`src/rtl/cmac_tx_arbiter.sv`:
```
// Packet-granular two-input round-robin arbiter feeding the CMAC TX AXI-Stream port.
// Grant is held from the first beat to the tlast beat, so packets never interleave.
module cmac_tx_arbiter #(
  parameter int unsigned DATA_W = 512,
  parameter int unsigned KEEP_W = DATA_W / 8
) (
  input  logic              cmac_clk,
  input  logic              rst,
  input  logic [1:0]        port_en,

  input  logic              s0_axis_tvalid,
  input  logic [DATA_W-1:0] s0_axis_tdata,
  input  logic [KEEP_W-1:0] s0_axis_tkeep,
  input  logic              s0_axis_tlast,
  input  logic              s0_axis_tuser_err,
  output logic              s0_axis_tready,

  input  logic              s1_axis_tvalid,
  input  logic [DATA_W-1:0] s1_axis_tdata,
  input  logic [KEEP_W-1:0] s1_axis_tkeep,
  input  logic              s1_axis_tlast,
  input  logic              s1_axis_tuser_err,
  output logic              s1_axis_tready,

  output logic              m_axis_cmac_tvalid,
  output logic [DATA_W-1:0] m_axis_cmac_tdata,
  output logic [KEEP_W-1:0] m_axis_cmac_tkeep,
  output logic              m_axis_cmac_tlast,
  output logic              m_axis_cmac_tuser_err,
  input  logic              m_axis_cmac_tready,

  output logic [1:0]        grant,
  output logic [31:0]       pkt_cnt0,
  output logic [31:0]       pkt_cnt1
);

  localparam int unsigned CNT_W = 32;

  typedef enum logic [1:0] {
    IDLE   = 2'd0,
    GRANT0 = 2'd1,
    GRANT1 = 2'd2
  } state_t;

  state_t     state_q;
  state_t     state_d;
  logic       last_grant_q;
  logic       last_grant_d;
  logic       done0;
  logic       done1;
  logic [1:0] eligible;

  // State register, round-robin pointer and wrapping packet counters
  always_ff @(posedge cmac_clk) begin
    if (rst) begin
      state_q      <= IDLE;
      last_grant_q <= 1'b1;
      pkt_cnt0     <= '0;
      pkt_cnt1     <= '0;
    end else begin
      state_q      <= state_d;
      last_grant_q <= last_grant_d;
      if (done0) pkt_cnt0 <= pkt_cnt0 + CNT_W'(1);
      if (done1) pkt_cnt1 <= pkt_cnt1 + CNT_W'(1);
    end
  end

  // Grant decision and combinational datapath mux through the current grant
  always_comb begin
    state_d               = state_q;
    last_grant_d          = last_grant_q;
    done0                 = 1'b0;
    done1                 = 1'b0;
    s0_axis_tready        = 1'b0;
    s1_axis_tready        = 1'b0;
    m_axis_cmac_tvalid    = 1'b0;
    m_axis_cmac_tdata     = '0;
    m_axis_cmac_tkeep     = '0;
    m_axis_cmac_tlast     = 1'b0;
    m_axis_cmac_tuser_err = 1'b0;
    eligible              = {s1_axis_tvalid & port_en[1], s0_axis_tvalid & port_en[0]};

    case (state_q)
      IDLE: begin
        if (eligible == 2'b11) begin
          state_d = last_grant_q ? GRANT0 : GRANT1;
        end else if (eligible[0]) begin
          state_d = GRANT0;
        end else if (eligible[1]) begin
          state_d = GRANT1;
        end
      end

      GRANT0: begin
        m_axis_cmac_tvalid    = s0_axis_tvalid;
        m_axis_cmac_tdata     = s0_axis_tdata;
        m_axis_cmac_tkeep     = s0_axis_tkeep;
        m_axis_cmac_tlast     = s0_axis_tlast;
        m_axis_cmac_tuser_err = s0_axis_tuser_err;
        s0_axis_tready        = m_axis_cmac_tready;
        done0                 = s0_axis_tvalid & m_axis_cmac_tready & s0_axis_tlast;
        if (done0) begin
          state_d      = IDLE;
          last_grant_d = 1'b0;
        end
      end

      GRANT1: begin
        m_axis_cmac_tvalid    = s1_axis_tvalid;
        m_axis_cmac_tdata     = s1_axis_tdata;
        m_axis_cmac_tkeep     = s1_axis_tkeep;
        m_axis_cmac_tlast     = s1_axis_tlast;
        m_axis_cmac_tuser_err = s1_axis_tuser_err;
        s1_axis_tready        = m_axis_cmac_tready;
        done1                 = s1_axis_tvalid & m_axis_cmac_tready & s1_axis_tlast;
        if (done1) begin
          state_d      = IDLE;
          last_grant_d = 1'b1;
        end
      end

      default: state_d = IDLE;
    endcase
  end

  // One-hot grant decoded straight from the state flops
  assign grant = {state_q == GRANT1, state_q == GRANT0};

endmodule

```
`config.mk`:
```
export PLATFORM = sky130hd
export DESIGN_NAME = cmac_tx_arbiter
export DESIGN_NICKNAME = d
export VERILOG_FILES = /design/src/rtl/cmac_tx_arbiter.sv
export SDC_FILE = /design/constraint.sdc
export NUM_CORES = 1
export LEC_CHECK = 0
export BUFFER_PORTS_ARGS = -buffer_cell sky130_fd_sc_hd__buf_2
export CORE_AREA = 4 4 708 710
export CTS_BUF_LIST = sky130_fd_sc_hd__clkbuf_4
export CTS_CLUSTER_SIZE = 14
export DETAILED_ROUTE_END_ITERATION = 16
export DIE_AREA = 0 0 712 714
export GPL_ROUTABILITY_DRIVEN = 1
export PLACE_DENSITY = 0.3
export SLEW_MARGIN = 10
export SYNTH_ARGS = -nofsm -noshare
export SYNTH_HDL_FRONTEND = slang
export SYNTH_SLANG_ARGS = --single-unit
```
`constraint.sdc`:
```
create_clock -name cmac_clk -period 2.75 [get_ports cmac_clk]
set_input_delay 0.4125 -clock cmac_clk [delete_from_list [all_inputs] [get_ports cmac_clk]]
set_output_delay 0.4125 -clock cmac_clk [all_outputs]
set_load 0.01 [all_outputs]
```
# Word level (Yosys, flattened, before mapping)
# Cells that the tools add are included.
# totals
regBits	67
wordCells	41
inputBits	1163
output_inout_bits	647
# op_classes
muxes	19
n_addsub	2
reduce_logical	4
eq_ne	6
bitwise_logic	6
# op_table
cell	n
$pmux W512 S2	1
$pmux W64 S2	1
$add A32 B1 Y32 const B	2
$mux W2	6
$pmux W1 S2	4
$and A1 B1 Y1	6
$mux W1	6
$pmux W2 S3	1
$reduce_and A3 Y1	2
$eq A2 B2 Y1 const B	2
$ne A2 B1 Y1 const B	2
$ne A4 B4 Y1 const B	1
$eq A2 B1 Y1 const B	1
$logic_not A2 Y1	1
$reduce_bool A2 Y1	1

# Depth between registers and ports, before layout
# logic_depth
ltp_word	5
ltp_mapped	9
mapped_depth_nobuf	6

# Least setup slack after synthesis
# OpenSTA, ideal clock, no wires.
# synth_path
path_kind	flip-flop to flip-flop
from	register state_q[1]
to	register pkt_cnt0[26]
arrival_ns	2.087
slack_ns	0.592
setup_time_ns	0.070
stages_incl_launch_ff	9
path_cell_list	dfxtp_1 > inv_1 > ha_1 > buf_2 > nand4_1 > or4_1 > buf_1 > or4_1 > a21oi_1
# synth_between
elab_chain_cells	2
# synth_rtl
element	line_no	source
start, declared	45	state_t state_q;
start signal, assigned	61	state_q <= state_d;
$eq A2 B1 Y1	-	
named net grant[0]	32	output logic [1:0] grant,
$mux W1	83	case (state_q)
end signal, assigned	63	if (done0) pkt_cnt0 <= pkt_cnt0 + CNT_W'(1);
end, declared	33	output logic [31:0] pkt_cnt0,
# The timed path passes the listed nets, and every way through them passes these cells.
# A chain may end at the register's enable or synchronous reset.

# Final worst setup path
# layout_path
from	register state_q[0]
to	output port m_axis_cmac_tdata[182]
# layout_between
elab_chain_cells	2
word_cells_on_any_way	3
classes_between	eq/ne: 2; mux: 1
# layout_rtl
element	line_no	source
$eq A2 B2 Y1 / $eq A2 B1 Y1 (equally long branches)	83	
$pmux W512 S2 (*)	83	
end, declared	26	output logic [DATA_W-1:0] m_axis_cmac_tdata,
# Mark *: on every way between the ends. The rest lies on a longest branch, timed or not.

==> results.yml <==
status:
  status: "finished, violations left"
  violations: "setup timing"
logic_synthesis:
  yosys-top-cells-area: "a22oi_1, nor2b_1, dfxtp_1"
  synth_top_cells_by_count: "nor2b_1, a22oi_1, clkbuf_1, dfxtp_1, a21oi_1"
  synth.most_common_cell: "nor2b_1"
  synth_area_per_cell_um2: 6.87
  mappedNetlistArea_mm2: 0.0120
  ys_ff_latch: 67
  synth_flop_cell: "dfxtp_1"
  ys_types: 36
  yosys.area.top_type_share_pct: 36.2
  synth_fp_nets: 2920
  synth_edf_count: 0
  yosys_warnings: 0
  syn_inst: 1752
  yosysSeqAreaShare_pct: 11.2
  async_flop_share_pct: 0
  synth_top_cell_by_area: "a22oi_1"
clock_tree:
  clkLatencyLatePin_ps: 560
  path_clk_slew_ps: 190
  numCtsBuffers: 9
  tritoncts: "built"
  clockBufferDepth: 2
  cts_root_buf: "clkbuf_4"
  clock-sinks: 67
  cts_htree_levels: 3
  hold_buffers: 0
global_routing:
  antenna_found_initial: 639
  grt_pass1_wl_um: 515000
  gr-total-overflow: 0
  grt_start_max_net_pins: 55
  grt_pass1_vias: 25140
  grt.total_usage_pct: 17.2
critical_path:
  cp_cell_sequence: "buf_6 -> ha_4 -> buf_16 -> buf_16 -> buf_12 -> buf_6 -> a22oi_2 -> nor2b_2 -> buf_12"
  required_ps: 2340
  rr_worst_depth: 6
  arrival_ps: 2620
  critPathTopFamily: "buffers and inverters"
  max_stage_delay_ps: 400
  cp-start-kind: "flip-flop"
  r2r_setup_slack_ps: 90
  worst-path-buf-inv: 6
  crit_path_end_kind: "output pin"
  path_max_fanout: 9
  cp_slowest_cell: "dfxtp_4"
  r2r_end: "pkt_cnt0[28]"
  crit-reg2reg-launch: "pkt_cnt0[0]"
  crit_type: "flip-flop to output pin"
timing:
  holdWs_ps: 290
  rsz0062_at_grt: "true"
  max-slew-margin-rel_pct: 52.2
  drv_slew: 0
  fin_crit_ps: 3030
  worst_slew_pin_slew_ps: 717
  skew_ps: 35.6
  final.setup.worst_slack_ps: -284
  setup_violations: 552
  max_freq_mhz: 330
  period_share_pct: 110
  timing.setup.tns_ps: -59800
  hold_viol_final: 0
route:
  postRouteAntennaNets: 0
  vias_per_cell: 2.69
  drcViolationCount: 0
  vias: 28675
  wl_um: 466000
  wire_per_inst_um: 43.7
  first_pass_iters: 6
  drtIter0Drc: 2942
placed_design:
  pre_cts_slack_ps: -517
  portBuffers: 1809
  place_inst: 10090
  dpl_cell_area_mm2: 0.0333
  hpwlAfterDp_um: 417000
  gp_congestion: 1.02
pwr:
  clkPwrFrac_pct: 9.1
  power_leakage_nw: 14.3
  cellPowerDensity_mw_per_mm2: 225
  intPower_w: 0.00477
  p_switching_w: 0.00448
  pwr-share-seq_pct: 10.6
  peakVddDrop_v: 0.000220
  power_frac_comb_pct: 80.3
  switching_share_pct: 48.5
floorplan:
  die_w_um: 712
  rows: 259
  die_h_um: 714
  initial_utilization_pct: 2.43
  coreArea_mm2: 0.496
  die-area_mm2: 0.508
  ios: 1810
layout:
  fin_area_mm2: 0.0411
  multiInputGateArea_mm2: 0.0120
  num-nets-final: 4949
  drive_above_1_share_pct: 71.0
  seqCellArea_mm2: 0.00135
  fin_cells: 10674
  area_growth_syn_to_layout_pct: 241
  fillCellCount: 58449
min_path:
  worstHoldPathCells: 2
  hold_path_class: "input port to flip-flop"
  hold_start: "rst"
  min_to: "pkt_cnt0[6]"
run:
  drv_cap: 0
==> repair_timing <==
item / 4_1_cts / 5_1_grt
gates cloned: 56 / 29
resized for setup: 445 / 420
endpoints found under the setup margin: 583 / 583
setup buffers: 89 / 50
pin swaps: 67 / 60
==> power groups by stage <==
stage                     Clock, W  Sequential [W]  Combinational [W]
after floorplan                  0        0.000997            0.00154
after global placement           0        0.000999            0.00511
after detailed placement         0        0.000999            0.00516
after CTS                 0.000905        0.000979            0.00686
after global routing      0.000938        0.000980            0.00776
final                     0.000842        0.000979            0.00742
==> worst max-delay path by stage <==
| stage | startpoint | end | cells past startpoint |
|---|---|---|---|
| 2_1_floorplan | state_q[1] | pkt_cnt0[26] | 8 |
| 3_3_place_gp | state_q[0] | m_axis_cmac_tdata[32] | 7 |
| 3_5_place_dp | state_q[0] | m_axis_cmac_tdata[31] | 7 |
| 4_1_cts | state_q[0] | m_axis_cmac_tdata[261] | 8 |
| 5_1_grt | state_q[0] | m_axis_cmac_tdata[31] | 7 |
| 6_report | state_q[0] | m_axis_cmac_tdata[182] | 9 |
==> layout make-up <==
type	instances	share of cell area, %
timing repair buffer	2239	44.9
multi-input combinational	1449	29.3
tap	6525	19.9
sequential	67	3.28
antenna	364	2.22
clock buffer	9	0.165
clock inverter	6	0.161
inverter	15	0.149
==> layout by cell type (no fill, tap or decap), types with 56 or more instances in the layout <==
| master | netlist | layout |
|---|---|---|
| dfxtp_1 | 67 | 65 |
| buf_6 | 1 | 110 |
| buf_2 | 4 | 1583 |
| buf_12 | 0 | 234 |
| a22oi_2 | 0 | 218 |
| buf_16 | 0 | 56 |
| nor2b_2 | 0 | 81 |
| diode_2 | 0 | 364 |
| a22oi_1 | 580 | 362 |
| nor2b_4 | 0 | 121 |
| nor2b_1 | 582 | 380 |
| buf_4 | 1 | 185 |
==> worst register-to-register path, cell delays in order (launching register included) <==
cell and delay, ps:
dfxtp_1 470, ha_1 200, nand3_1 430, or4_1 660, buf_4 200, or4_1 470
a21oi_1 160
==> sequential cells by signal (all words and copies together) (netlist names) <==
name	cells
last_grant_q	1
state_q	2
pkt_cnt0	32
pkt_cnt1	32
==> cell families (layout without fill, tap and decap cells) <==
kind of cell               count (synthesis)  count (layout)  share of synthesized area (%)
DFF                                       67              67                           11.2
buffers and inverters                    236            2269                           7.50
other                                      0             364                              0
adders and majority gates                  5               5                          0.520
muxes                                      4               4                          0.374
AOI/OAI and AO/OA                        667             667                           40.5
xor gates and xnor gates                  20              20                           1.46
and+or+nand+nor                          753             753                           38.5
==> per-layer routing <==
metal  vias up  routed length [um]  track usage, %
li1      11109                   -               -
met1     13645              174000            19.3
met2      2647              223000            29.4
met3      1070               52500            8.01
met4       204               14600            3.88
met5         -                1360               0
==> per-stage QoR <==
| step | util, % | total power [W] |
|---|---|---|
| 6_report | 8.28 | 0.00925 |
| 5_1_grt | 8.18 | 0.00968 |
| 4_1_cts | 7.59 | 0.00874 |
| 3_5_place_dp | 6.71 | 0.00616 |
| 3_3_place_gp | 6.64 | 0.00611 |
| 2_1_floorplan | - | 0.00254 |
(Power assumes the default switching activity.)
